<file path="src/rtl/freg_file_sb.sv">
// freg_file_sb -- floating-point register file with pending-write scoreboard.
//
// Sits between FP issue and FP execute. Storage is DEPTH x WIDTH, every
// index (including 0) is a real register. Three combinational read ports,
// two write-back ports (WB0: single-cycle ALU, WB1: multi-cycle div/sqrt/FMA)
// and a per-register busy bit that issue sets and write-back clears.
//
// Optional build macro: FREG_BYPASS_EN
//   defined   : a write-back in flight is forwarded to matching read ports in
//               the same cycle (WB0 has priority) and the read-side busy flag
//               reads 0 for that index. Iss_Ready is never bypassed.
//   undefined : reads return stored data only; written data shows up the
//               cycle after the write edge, busy stays 1 during write-back.
//
// Ports
//   CLK, RST             clock (rising edge), asynchronous active-high reset
//   Rs{1,2,3}_rd         read indices
//   Rs{1,2,3}_Out        read data
//   Rs{1,2,3}_Busy       pending write on the read index
//   Iss_Valid, Iss_Rd    issue request and its destination
//   Iss_Ready            destination not busy, issue may proceed
//   Wb{0,1}_En/_Rd/_Data write-back ports
//   Busy_Cnt             number of registers currently busy (0..DEPTH)
//   Wb_Collision         sticky: both write-back ports hit one index together
//
// Issue handshake: an issue is accepted on a rising edge where
// Iss_Valid && Iss_Ready. Iss_Ready depends only on registered busy state
// and Iss_Rd (never on Iss_Valid); a requester may hold Iss_Valid until
// accepted. An accepted issue marks Iss_Rd busy from the next cycle on.

module freg_file_sb #(
  parameter int WIDTH = 32,
  parameter int DEPTH = 32,
  localparam int ADDR_W = $clog2(DEPTH)
) (
  input  logic              CLK,
  input  logic              RST,
  input  logic [ADDR_W-1:0] Rs1_rd,
  input  logic [ADDR_W-1:0] Rs2_rd,
  input  logic [ADDR_W-1:0] Rs3_rd,
  output logic [WIDTH-1:0]  Rs1_Out,
  output logic [WIDTH-1:0]  Rs2_Out,
  output logic [WIDTH-1:0]  Rs3_Out,
  output logic              Rs1_Busy,
  output logic              Rs2_Busy,
  output logic              Rs3_Busy,
  input  logic              Iss_Valid,
  input  logic [ADDR_W-1:0] Iss_Rd,
  output logic              Iss_Ready,
  input  logic              Wb0_En,
  input  logic [ADDR_W-1:0] Wb0_Rd,
  input  logic [WIDTH-1:0]  Wb0_Data,
  input  logic              Wb1_En,
  input  logic [ADDR_W-1:0] Wb1_Rd,
  input  logic [WIDTH-1:0]  Wb1_Data,
  output logic [ADDR_W:0]   Busy_Cnt,
  output logic              Wb_Collision
);

  localparam int CNT_W = ADDR_W + 1;

  logic [WIDTH-1:0]  mem [DEPTH];
  logic [DEPTH-1:0]  busy;
  logic [DEPTH-1:0]  busy_nxt;
  logic [CNT_W-1:0]  cnt_nxt;
  logic              iss_acc;
  logic              same_idx;
  logic              clr0;
  logic              clr1;

  logic [ADDR_W-1:0] rd_idx  [3];
  logic [WIDTH-1:0]  rd_out  [3];
  logic              rd_busy [3];

  assign same_idx  = Wb0_En && Wb1_En && (Wb0_Rd == Wb1_Rd);
  assign Iss_Ready = !busy[Iss_Rd];
  assign iss_acc   = Iss_Valid && Iss_Ready;

  // A busy bit is counted as cleared only if it was set; when both ports
  // hit the same busy index it is one clear, credited to WB0.
  assign clr0 = Wb0_En && busy[Wb0_Rd];
  assign clr1 = Wb1_En && busy[Wb1_Rd] && !same_idx;

  // Clears are applied before the set so that an issue to a non-busy index
  // that is also being written back still ends up busy.
  always_comb begin
    busy_nxt = busy;
    if (Wb0_En)  busy_nxt[Wb0_Rd] = 1'b0;
    if (Wb1_En)  busy_nxt[Wb1_Rd] = 1'b0;
    if (iss_acc) busy_nxt[Iss_Rd] = 1'b1;
  end

  assign cnt_nxt = Busy_Cnt + CNT_W'(iss_acc) - CNT_W'(clr0) - CNT_W'(clr1);

  // Register storage. WB0 is assigned last so it wins on a shared index.
  always_ff @(posedge CLK or posedge RST) begin
    if (RST) begin
      for (int i = 0; i < DEPTH; i++) mem[i] <= '0;
    end else begin
      if (Wb1_En) mem[Wb1_Rd] <= Wb1_Data;
      if (Wb0_En) mem[Wb0_Rd] <= Wb0_Data;
    end
  end

  always_ff @(posedge CLK or posedge RST) begin
    if (RST) begin
      busy         <= '0;
      Busy_Cnt     <= '0;
      Wb_Collision <= 1'b0;
    end else begin
      busy     <= busy_nxt;
      Busy_Cnt <= cnt_nxt;
      if (same_idx) Wb_Collision <= 1'b1;
    end
  end

  assign rd_idx[0] = Rs1_rd;
  assign rd_idx[1] = Rs2_rd;
  assign rd_idx[2] = Rs3_rd;

  always_comb begin
    for (int p = 0; p < 3; p++) begin
      rd_out[p]  = mem[rd_idx[p]];
      rd_busy[p] = busy[rd_idx[p]];
`ifdef FREG_BYPASS_EN
      // WB1 first, then WB0 overrides it: WB0 has forwarding priority.
      if (Wb1_En && (Wb1_Rd == rd_idx[p])) begin
        rd_out[p]  = Wb1_Data;
        rd_busy[p] = 1'b0;
      end
      if (Wb0_En && (Wb0_Rd == rd_idx[p])) begin
        rd_out[p]  = Wb0_Data;
        rd_busy[p] = 1'b0;
      end
`endif
    end
  end

  assign Rs1_Out  = rd_out[0];
  assign Rs2_Out  = rd_out[1];
  assign Rs3_Out  = rd_out[2];
  assign Rs1_Busy = rd_busy[0];
  assign Rs2_Busy = rd_busy[1];
  assign Rs3_Busy = rd_busy[2];

endmodule

</file>
<file path="config.mk">
export PLATFORM = sky130hd
export DESIGN_NAME = freg_file_sb
export DESIGN_NICKNAME = d
export VERILOG_FILES = /design/src/rtl/freg_file_sb.sv
export SDC_FILE = /design/constraint.sdc
export NUM_CORES = 2
export LEC_CHECK = 0
export BUFFER_PORTS_ARGS = -buffer_cell sky130_fd_sc_hd__buf_2
export CORE_MARGIN = 5
export CORE_UTILIZATION = 60
export DETAILED_ROUTE_END_ITERATION = 16
export GPL_ROUTABILITY_DRIVEN = 1
export PLACE_DENSITY = 0.77
export SYNTH_ARGS = -nofsm -noshare
export SYNTH_HDL_FRONTEND = slang
export SYNTH_SLANG_ARGS = --single-unit
export TNS_END_PERCENT = 5
</file>
<file path="constraint.sdc">
create_clock -name CLK -period 107 [get_ports CLK]
set_input_delay 21.4 -clock CLK [delete_from_list [all_inputs] [get_ports CLK]]
set_output_delay 21.4 -clock CLK [all_outputs]
set_load 0.05 [all_outputs]
</file>
==> impl_metrics.toml <==
[die]
core_um2 = 125700
dieWidth_um = 365.9
dieArea_um2 = 133900
initial_core_util_pct = 60.46
die_h_um = 365.9
rows = 130
ios = 206

[finish]
synthToLayoutAreaGrowth_pct = 6.420
drive_above_1_share_pct = 21.38
nets = 6258

[yosys]
yosys.area.top_type = "dfrtp_1"
synth_top_area_share_pct = 34.99
yosys-top-cells-count = "mux2i_1 (1222), dfrtp_1 (1063), mux4_2 (755), nand2_1 (594), nor2_1 (535)"
synth_area_leaders = "dfrtp_1 (35%), mux4_2 (22%), mux2i_1 (16%)"
synth-edff-count = 0
synth_ff_type = "dfrtp_1"
synth-seq-area-share_pct = 34.99
synth-warning-count = 0
syn_area_per_cell_um2 = 11.66
synthDistinctLibCells = 46
netlist_area_um2 = 76010
synth.net_count = 6625
ys_ff_latch = 1063
synth.most_common_cell = "mux2i_1"
synth_async_sr_flop_share_pct = 100.0
synthCells = 6518

[flow_run]
maxCapViolations = 0

[routing]
drc = 0
vias_per_cell = 7.684
wl_um = 278500
drtIter0Drc = 9930
ant_nets = 0
firstDrtPassIters = 8
vias = 60850
wl_per_cell_um = 35.16

[setup_path]
required_ps = 85600
crit_family = "buffers and inverters"
crit_cells = 8
path_buf_inv = 5
worstPathCellList = "buf_8, buf_4, buf_4, buf_4, mux4_1, mux4_2, o21a_1, buf_2"
crit_end = "Rs1_Out[25]"
reg2reg_depth = 12
cpPeakStageDelay_ps = 830
crit_slowest_cell = "buf_4"
r2r_start = "busy[22]$_DFF_PP0_"
timing.rr.end = "Busy_Cnt[5]$_DFF_PP0_"
critPathCaptureType = "output port"
cp_common_cell = "buf_4"
crit_type = "input port to output port"
arrival_ps = 26080
worst-path-max-fanout = 58
regToRegSetupSlack_ps = 103420
crit_path_start = "Rs1_rd[0]"
start_kind = "input port"

[power_and_ir_drop]
cellPowerDensity_nw_per_um2 = 19.36
ir_worst_vdd_v = 0.00001623
p_leak_nw = 34.73

[cts]
clkSlewWorstSetupHoldPaths_ps = 60
clock_path_buffers = 3
postCtsSetupBuffers = 0
cts.sinks = 1063
cts_hold_buf = 0
cts_tree = "built"
numCtsBuffers = 118
cts-root-buf = "clkbuf_16"
cts.htree.levels = 3
clkLatencyLatePin_ps = 770
cts_resized = 0

[sta]
hold_viol_final = 0
setup_viol = 0
slew_headroom_pct = 2.376
fmaxAchievable_mhz = 21.06
skew_ps = 25.83
maxSlewViolCount = 0
period_minus_slack_ps = 47480
whs_ps = 464.7
tightest_slew_ps = 1464
fin_crit_sh_pct = 44.37
rsz0062_at_grt = "false"
tns_ps = 0

[grt]
grt_pass1_vias = 60656
grtUsageTotal_pct = 41.09
overflow = 0
grt_max_degree = 154
antenna_found_initial = 26
grt_pass1_wl_um = 409000

[min_path]
min_from = "Wb_Collision$_DFFE_PP0P_"
hp-class = "register to register"

[placement]
portBuffers = 205
hpwl_um = 148500
place.gp.congestion = 0.8959

[outcome]
status = "completed"
[power by group]
part           switching (W)  internal [W]  total [W]
sequential          0.000113      0.000510   0.000624
combinational       0.000229      0.000259   0.000487
clock               0.000184      0.000271   0.000456
total               0.000526       0.00104    0.00157
[placed cells by master (no fill, tap or decap), types with 17 or more instances in the layout]
cell type / n
a21oi_1: 514
a22oi_1: 107
buf_2: 193
buf_4: 103
bufinv_16: 19
clkbuf_1: 17
clkbuf_16: 121
clkbuf_8: 28
clkinv_2: 25
dfrtp_1: 1063
diode_2: 20
mux2i_1: 1222
mux4_1: 160
mux4_2: 755
nand2_1: 562
nand2_4: 32
nand3b_1: 25
nor2_1: 515
nor2_4: 32
o21a_1: 99
o21ai_0: 491
o21ai_1: 39
[layer usage]
metal	vias up	wire, µm	global-route usage [%]
li1	23942	-	-
met1	29894	90110	50.94
met2	5431	117500	58.24
met3	1573	43780	15.51
met4	10	27040	31.88
met5	-	59	0.3266
[cell families after synthesis]
| family | synth area share (%) |
|---|---|
| AND/OR/NAND/NOR | 6.466 |
| XOR/XNOR | 0.06913 |
| AO/OA/AOI/OAI | 9.104 |
| multiplexers | 43.99 |
| adder cells (fa/ha/maj) | 0.1514 |
| buffers and inverters | 5.223 |
| flip-flops | 34.99 |
[per-stage QoR]
stage	setup WS [ps]	cells	utilization (%)	area (µm²)	power, W
after floorplan	55680	6518	-	76010	0.0009794
after global placement	59580	7681	60.89	76550	0.001071
after detailed placement	59530	7681	60.89	76550	0.001101
after CTS	59530	7899	64.30	80840	0.001552
after global routing	59250	7913	64.32	80880	0.001627
final	59520	7919	64.34	80890	0.001566
[worst register-to-register path, delay by kind of cell, from the launching register on]
family	cells	cell delay (ps)
AO/OA/AOI/OAI	3	650
XOR/XNOR	1	130
adder cells (fa/ha/maj)	4	1380
buffers and inverters	1	60
flip-flops	1	460
multiplexers	1	480
AND/OR/NAND/NOR	2	340
[state kept, by name, summed over array words and instances, names as in the netlist]
name,cells
Busy_Cnt,6
mem,1024
Wb_Collision,1
busy,32
[worst min path at each step]
stage | endpoint | cells after the start
4_1_cts | Wb_Collision$_DFFE_PP0P_ | 1
2_1_floorplan | mem[879]$_DFF_PP0_ | 2
6_report | Wb_Collision$_DFFE_PP0P_ | 1
5_1_grt | Wb_Collision$_DFFE_PP0P_ | 1
3_3_place_gp | Wb_Collision$_DFFE_PP0P_ | 1
3_5_place_dp | Wb_Collision$_DFFE_PP0P_ | 1
[area by class of cell]
cell class	instances	area, µm²
multi-input combinational	4644	45900
fill	9188	44840
sequential	1063	26600
clock buffer	166	3477
tap	1650	2064
timing repair buffer	308	1923
clock inverter	52	810.8
inverter	16	67.56
antenna	20	50.05
(Power assumes the default switching activity.)
